File: src/rtl/ser_pkg.sv
// Shared types and sizing helpers for the bit-serial word streamer.
package ser_pkg;

   typedef enum logic {
      IDLE  = 1'b0,
      SHIFT = 1'b1
   } ser_state_t;

   localparam int WIDTH_MIN = 2;
   localparam int WIDTH_MAX = 32;

   function automatic int cnt_width(input int width);
      return (width <= 2) ? 1 : $clog2(width);
   endfunction

endpackage

File: src/rtl/ser_skid_buf.sv
// One-entry holding buffer in front of the shift register; when empty, the
// incoming word is passed straight through so a same-edge load needs no park.
module ser_skid_buf import ser_pkg::*; #(
   parameter int WIDTH = 8
) (
   input  logic             clk,
   input  logic             rst_n,
   input  logic [WIDTH-1:0] in_data,
   input  logic             in_valid,
   output logic             in_ready,
   input  logic             take,
   output logic             out_valid,
   output logic [WIDTH-1:0] out_data
);

   logic             full_q;
   logic [WIDTH-1:0] data_q;

   assign in_ready  = !full_q;
   assign out_valid = full_q | in_valid;
   assign out_data  = full_q ? data_q : in_data;

   always_ff @(posedge clk or negedge rst_n) begin
      if (!rst_n) begin
         full_q <= 1'b0;
         data_q <= '0;
      end else if (full_q) begin
         if (take) full_q <= 1'b0;
      end else if (in_valid && !take) begin
         full_q <= 1'b1;
         data_q <= in_data;
      end
   end

endmodule

File: src/rtl/serial_word_streamer.sv
// Parallel-to-serial word streamer, MSB first, with valid/ready on both sides.
// Build option SER_SKID_EN adds a one-entry buffer for zero-bubble streaming.
//
// state | meaning
// IDLE  | no word in flight, waiting for an input transfer
// SHIFT | presenting shift_q MSB; cnt_q is the index of the bit on bit_out
module serial_word_streamer import ser_pkg::*; #(
   parameter int WIDTH = 8
) (
   input  logic             clk,
   input  logic             rst_n,
   input  logic [WIDTH-1:0] in_data,
   input  logic             in_valid,
   output logic             in_ready,
   output logic             bit_out,
   output logic             bit_valid,
   output logic             bit_last,
   input  logic             bit_ready
);

   localparam int                 CNT_W   = cnt_width(WIDTH);
   localparam logic [CNT_W-1:0]   CNT_MAX = CNT_W'(WIDTH - 1);

   if (WIDTH < WIDTH_MIN || WIDTH > WIDTH_MAX) begin : g_width_chk
      $error("serial_word_streamer: WIDTH out of range");
   end

   ser_state_t       state_q, state_d;
   logic [WIDTH-1:0] shift_q, shift_d;
   logic [CNT_W-1:0] cnt_q, cnt_d;
   logic             src_valid;
   logic [WIDTH-1:0] src_data;
   logic             out_xfer, last_xfer, take;

   assign bit_valid = (state_q == SHIFT);
   assign bit_out   = shift_q[WIDTH-1];
   assign bit_last  = bit_valid && (cnt_q == '0);
   assign out_xfer  = bit_valid && bit_ready;
   assign last_xfer = out_xfer && (cnt_q == '0);
   // A new word may enter the shift register when idle or as the last bit leaves.
   assign take      = ((state_q == IDLE) || last_xfer) && src_valid;

`ifdef SER_SKID_EN
   ser_skid_buf #(.WIDTH(WIDTH)) u_skid_buf (
      .clk       (clk),
      .rst_n     (rst_n),
      .in_data   (in_data),
      .in_valid  (in_valid),
      .in_ready  (in_ready),
      .take      (take),
      .out_valid (src_valid),
      .out_data  (src_data)
   );
`else
   assign in_ready  = (state_q == IDLE);
   assign src_valid = in_valid && in_ready;
   assign src_data  = in_data;
`endif

   always_ff @(posedge clk or negedge rst_n) begin
      if (!rst_n) begin
         state_q <= IDLE;
         shift_q <= '0;
         cnt_q   <= '0;
      end else begin
         state_q <= state_d;
         shift_q <= shift_d;
         cnt_q   <= cnt_d;
      end
   end

   always_comb begin
      state_d = state_q;
      shift_d = shift_q;
      cnt_d   = cnt_q;
      case (state_q)
         IDLE: begin
            if (take) begin
               shift_d = src_data;
               cnt_d   = CNT_MAX;
               state_d = SHIFT;
            end
         end
         SHIFT: begin
            if (take) begin
               shift_d = src_data;
               cnt_d   = CNT_MAX;
            end else if (out_xfer) begin
               // Shifting past the last bit leaves shift_q all-zero in IDLE.
               shift_d = {shift_q[WIDTH-2:0], 1'b0};
               if (cnt_q != '0) cnt_d = cnt_q - CNT_W'(1);
               else             state_d = IDLE;
            end
         end
         default: state_d = IDLE;
      endcase
   end

endmodule
File: config.mk
export PLATFORM = sky130hd
export DESIGN_NAME = serial_word_streamer
export DESIGN_NICKNAME = d
export VERILOG_FILES = /design/src/rtl/ser_pkg.sv /design/src/rtl/ser_skid_buf.sv /design/src/rtl/serial_word_streamer.sv
export SDC_FILE = /design/constraint.sdc
export NUM_CORES = 1
export LEC_CHECK = 0
export CORE_ASPECT_RATIO = 1.2
export CORE_MARGIN = 3
export CORE_UTILIZATION = 25
export CTS_CLUSTER_DIAMETER = 60
export DETAILED_ROUTE_END_ITERATION = 10
export SLEW_MARGIN = 20
export SYNTH_ARGS = -nofsm -noshare
export SYNTH_HDL_FRONTEND = slang
export SYNTH_HIERARCHICAL = 1
export SYNTH_SLANG_ARGS = --single-unit
File: constraint.sdc
create_clock -name clk -period 1.2 [get_ports clk]
set_input_delay 0.18 -clock clk [delete_from_list [all_inputs] [get_ports clk]]
set_output_delay 0.18 -clock clk [all_outputs]
set_load 0.005 [all_outputs]
==> metrics.md <==
| Metric | Value |
|---|---|
| Outcome | `finished with violations` |
| Failing checks | `setup timing` |
| Worst slew pin tran | `0.2475 ns` |
| Root buffer cell | `clkbuf_4` |
| Synth Register Bits | `12` |
| CP Capture Type | `output pin` |
| H-tree lvl count | `1` |
| Die Ht | `62.74 µm` |
| Setup ws final | `-0.2303 ns` |
| Largest area contributor in the netlist | `dfrtp_1` |
| Number of DRC markers in iteration 0 | `10` |
| # diodes | `0` |
| Vias per cell | `4.613` |
| Area contributors post-synth | `dfrtp_1, mux2i_1, a211oi_1` |
| Crit path kind | `reg -> out` |
| Period utilization | `119.2%` |
| I/O Pins | `16` |
| Post-synthesis mux area share | `10.45%` |
| Gr usage total | `11.10%` |
| Internal | `0.001313 W` |
| Initial core utilization | `27.66%` |
| Adder-Cell Fraction of Synth Area | `3.731%` |
| Design Area, Final | `1157 µm²` |
| Dpl ws | `-0.3696 ns` |
| Lkg Pwr | `0.5538 nW` |
| Synthesized area per cell | `10.16 µm²` |
| Combinational family with the most area after synthesis | `compound AO/OA/AOI/OAI gates` |
| Chip Width | `53.28 µm` |
| Synth cell count leaders | `dfrtp_1, a21oi_1, mux2i_1, a211oi_1, nand3_1` |
| Fin util | `47.73%` |
| Post-synth top flop | `dfrtp_1` |
| Register area share after synthesis | `44.78%` |
| Core area | `2425 µm²` |
| Endpoints failing setup | `7` |
| RSZ-0062 raised after global routing | `yes` |
| Nets | `121` |
| Worst hold path class | `in -> async` |
| Placed inst area | `962.2 µm²` |
| Sw Ratio | `31.08%` |
| Synth Instances | `66` |
| Num rows | `19` |
| Port bufs | `15` |
| Layout fillers | `232` |
| Total of max-cap violations | `0` |
| Initial antenna violation count | `0` |
| Final Hold Vio Count | `0` |
| Slew Viols, Final | `0` |
| PwrDens | `1646 nW/µm²` |
| HPWL Detailed | `1.105 mm` |
| Global-route wire length before repair | `2.760 mm` |
| Total power | `0.001905 W` |
| Clk Latency, worst-skew pair | `0.27 ns` |
| Ratio of cells with drive above 1 in the final layout | `45.28%` |
| GPL Wtd Cong | `0.7345` |
| Average routed wire per standard cell | `12.34 µm` |
| Crit path launch type | `register` |
| Synth warn | `6` |
| Combinational share of power | `48.0%` |
| Crit path max fanout | `2` |
| Sink Count | `12` |
| DRT Pass-1 Iters | `3` |
| CP required | `1.02 ns` |
| Number of flops mapped to enable cells by yosys | `0` |
| Synth-to-Final Area Change | `72.57%` |
| DRC Markers | `0` |
| Minimum clock period | `1.430 ns` |
| Ys async rst share | `100.0%` |
| Clock skew | `0.001352 ns` |
| Final WL | `1.691 mm` |
| Sequential cell area | `301.5 µm²` |
| Share of the synthesized area in the top cell type | `44.78%` |
| Fmax | `699.1 MHz` |
| Die area | `3343 µm²` |
| Synth Area in XOR/XNOR | `0%` |
| Clock buffer depth | `2` |
| CTS tree | `built` |
| Compound-cell area share of the yosys netlist | `18.66%` |
| Crit path DAT | `1.25 ns` |
| Post-route ant nets | `0` |
| Syn Nets | `80` |
| Netlist cell types | `21` |
| Top-count cell post-synth | `dfrtp_1` |
| Slew headroom | `83.40%` |
| Footprint of the multi-input gates | `400.4 µm²` |
| Flop pwr share | `35.1%` |
| CTS Buf Count | `3` |
| Post-synthesis simple-gate area fraction | `15.49%` |
| Clock power frac | `16.9%` |
| Cell area after synthesis | `670.6 µm²` |
| Largest net degree at the start of global routing | `13` |
| Grt total ovfl | `0` |
| Sw power | `0.0005920 W` |
| Vias in the first global route | `612` |
| Maximum vdd drop | `1.094 mV` |
| Clk slew on worst S/H paths | `0.08 ns` |
| Vias | `632` |
[metal layers]
metal	GRT usage, %	routed length, µm
met2	16.72	878
met4	4.792	8
met5	0	0
met3	2.148	45
met1	15.07	759
[final timing paths]
kind	start	endpoint	slack [ns]	depth (start not counted)
hold / removal	rst_n	cnt_q[0]$_DFFE_PN0P_	0.20	2
setup reg to reg	cnt_q[1]$_DFFE_PN0P_	cnt_q[2]$_DFFE_PN0P_	-0.16	7
setup / recovery	cnt_q[1]$_DFFE_PN0P_	bit_last	-0.23	5
min in group clk	in_data[4]	shift_q[4]$_DFFE_PN0P_	0.51	3
hold reg to reg	shift_q[4]$_DFFE_PN0P_	shift_q[4]$_DFFE_PN0P_	0.52	2
max in group asynchronous	rst_n	bit_valid$_DFF_PN0_	0.84	2
[registers in the layout (all words and copies together), names as in the netlist]
name,cells
shift_q,8
cnt_q,3
bit_valid,1
[power by group through the flow]
stage / registers [W] / clock network (W) / logic (W)
detailed placement: 0.000677 / 0 / 0.000688
global route: 0.000693 / 0.000355 / 0.00102
global placement: 0.000669 / 0 / 0.000672
finish: 0.000669 / 0.000322 / 0.000914
CTS: 0.000664 / 0.000336 / 0.000796
floorplan: 0.000653 / 0 / 0.000410
[cells by family after synthesis]
| group | after synthesis |
|---|---|
| compound gates | 19 |
| simple gates | 18 |
| flops | 12 |
| buf+inv | 8 |
| mux | 7 |
| fa+ha+maj | 2 |
[layout by cell type (no fill, tap or decap), types with 2 or more instances in the layout]
cell	n
dfrtp_1	11
a21oi_1	5
inv_1	3
o21a_1	2
mux2i_1	7
buf_4	16
nand3_1	4
a211oi_2	2
clkbuf_4	3
nor2b_4	2
buf_6	9
clkdlybuf4s50_1	11
nor2b_1	2
and2b_1	4
a211oi_1	4
a21oi_2	2
[worst max-delay path: stages, from the launching register on]
cell	delay [ns]
dfrtp_1	0.35
inv_1	0.05
ha_2	0.19
ha_4	0.16
and2_4	0.13
buf_6	0.11
[final cells by class]
class | count | share of cell area (%)
multi-input combinational | 46 | 34.59
clock buffer | 4 | 3.135
sequential | 12 | 26.05
timing repair buffer | 40 | 31.57
tap | 31 | 3.351
inverter | 4 | 1.297
[through the flow]
stage | cells | hold WS, ns | setup TNS, ns
CTS | 133 | 0.1954 | -0.8284
global placement | 122 | 0.4745 | -1.970
detailed placement | 122 | 0.4959 | -2.185
finish | 137 | 0.1974 | -0.8709
floorplan | 66 | -0.1156 | -0.09246
global route | 137 | 0.2130 | -1.303
[timing repair]
item,CTS,global route
buffers inserted,7,5
hold buffers,0,0
pin swaps,6,5
gates resized for setup,21,18
setup endpoints to repair,8,12
(Power assumes the default switching activity.)
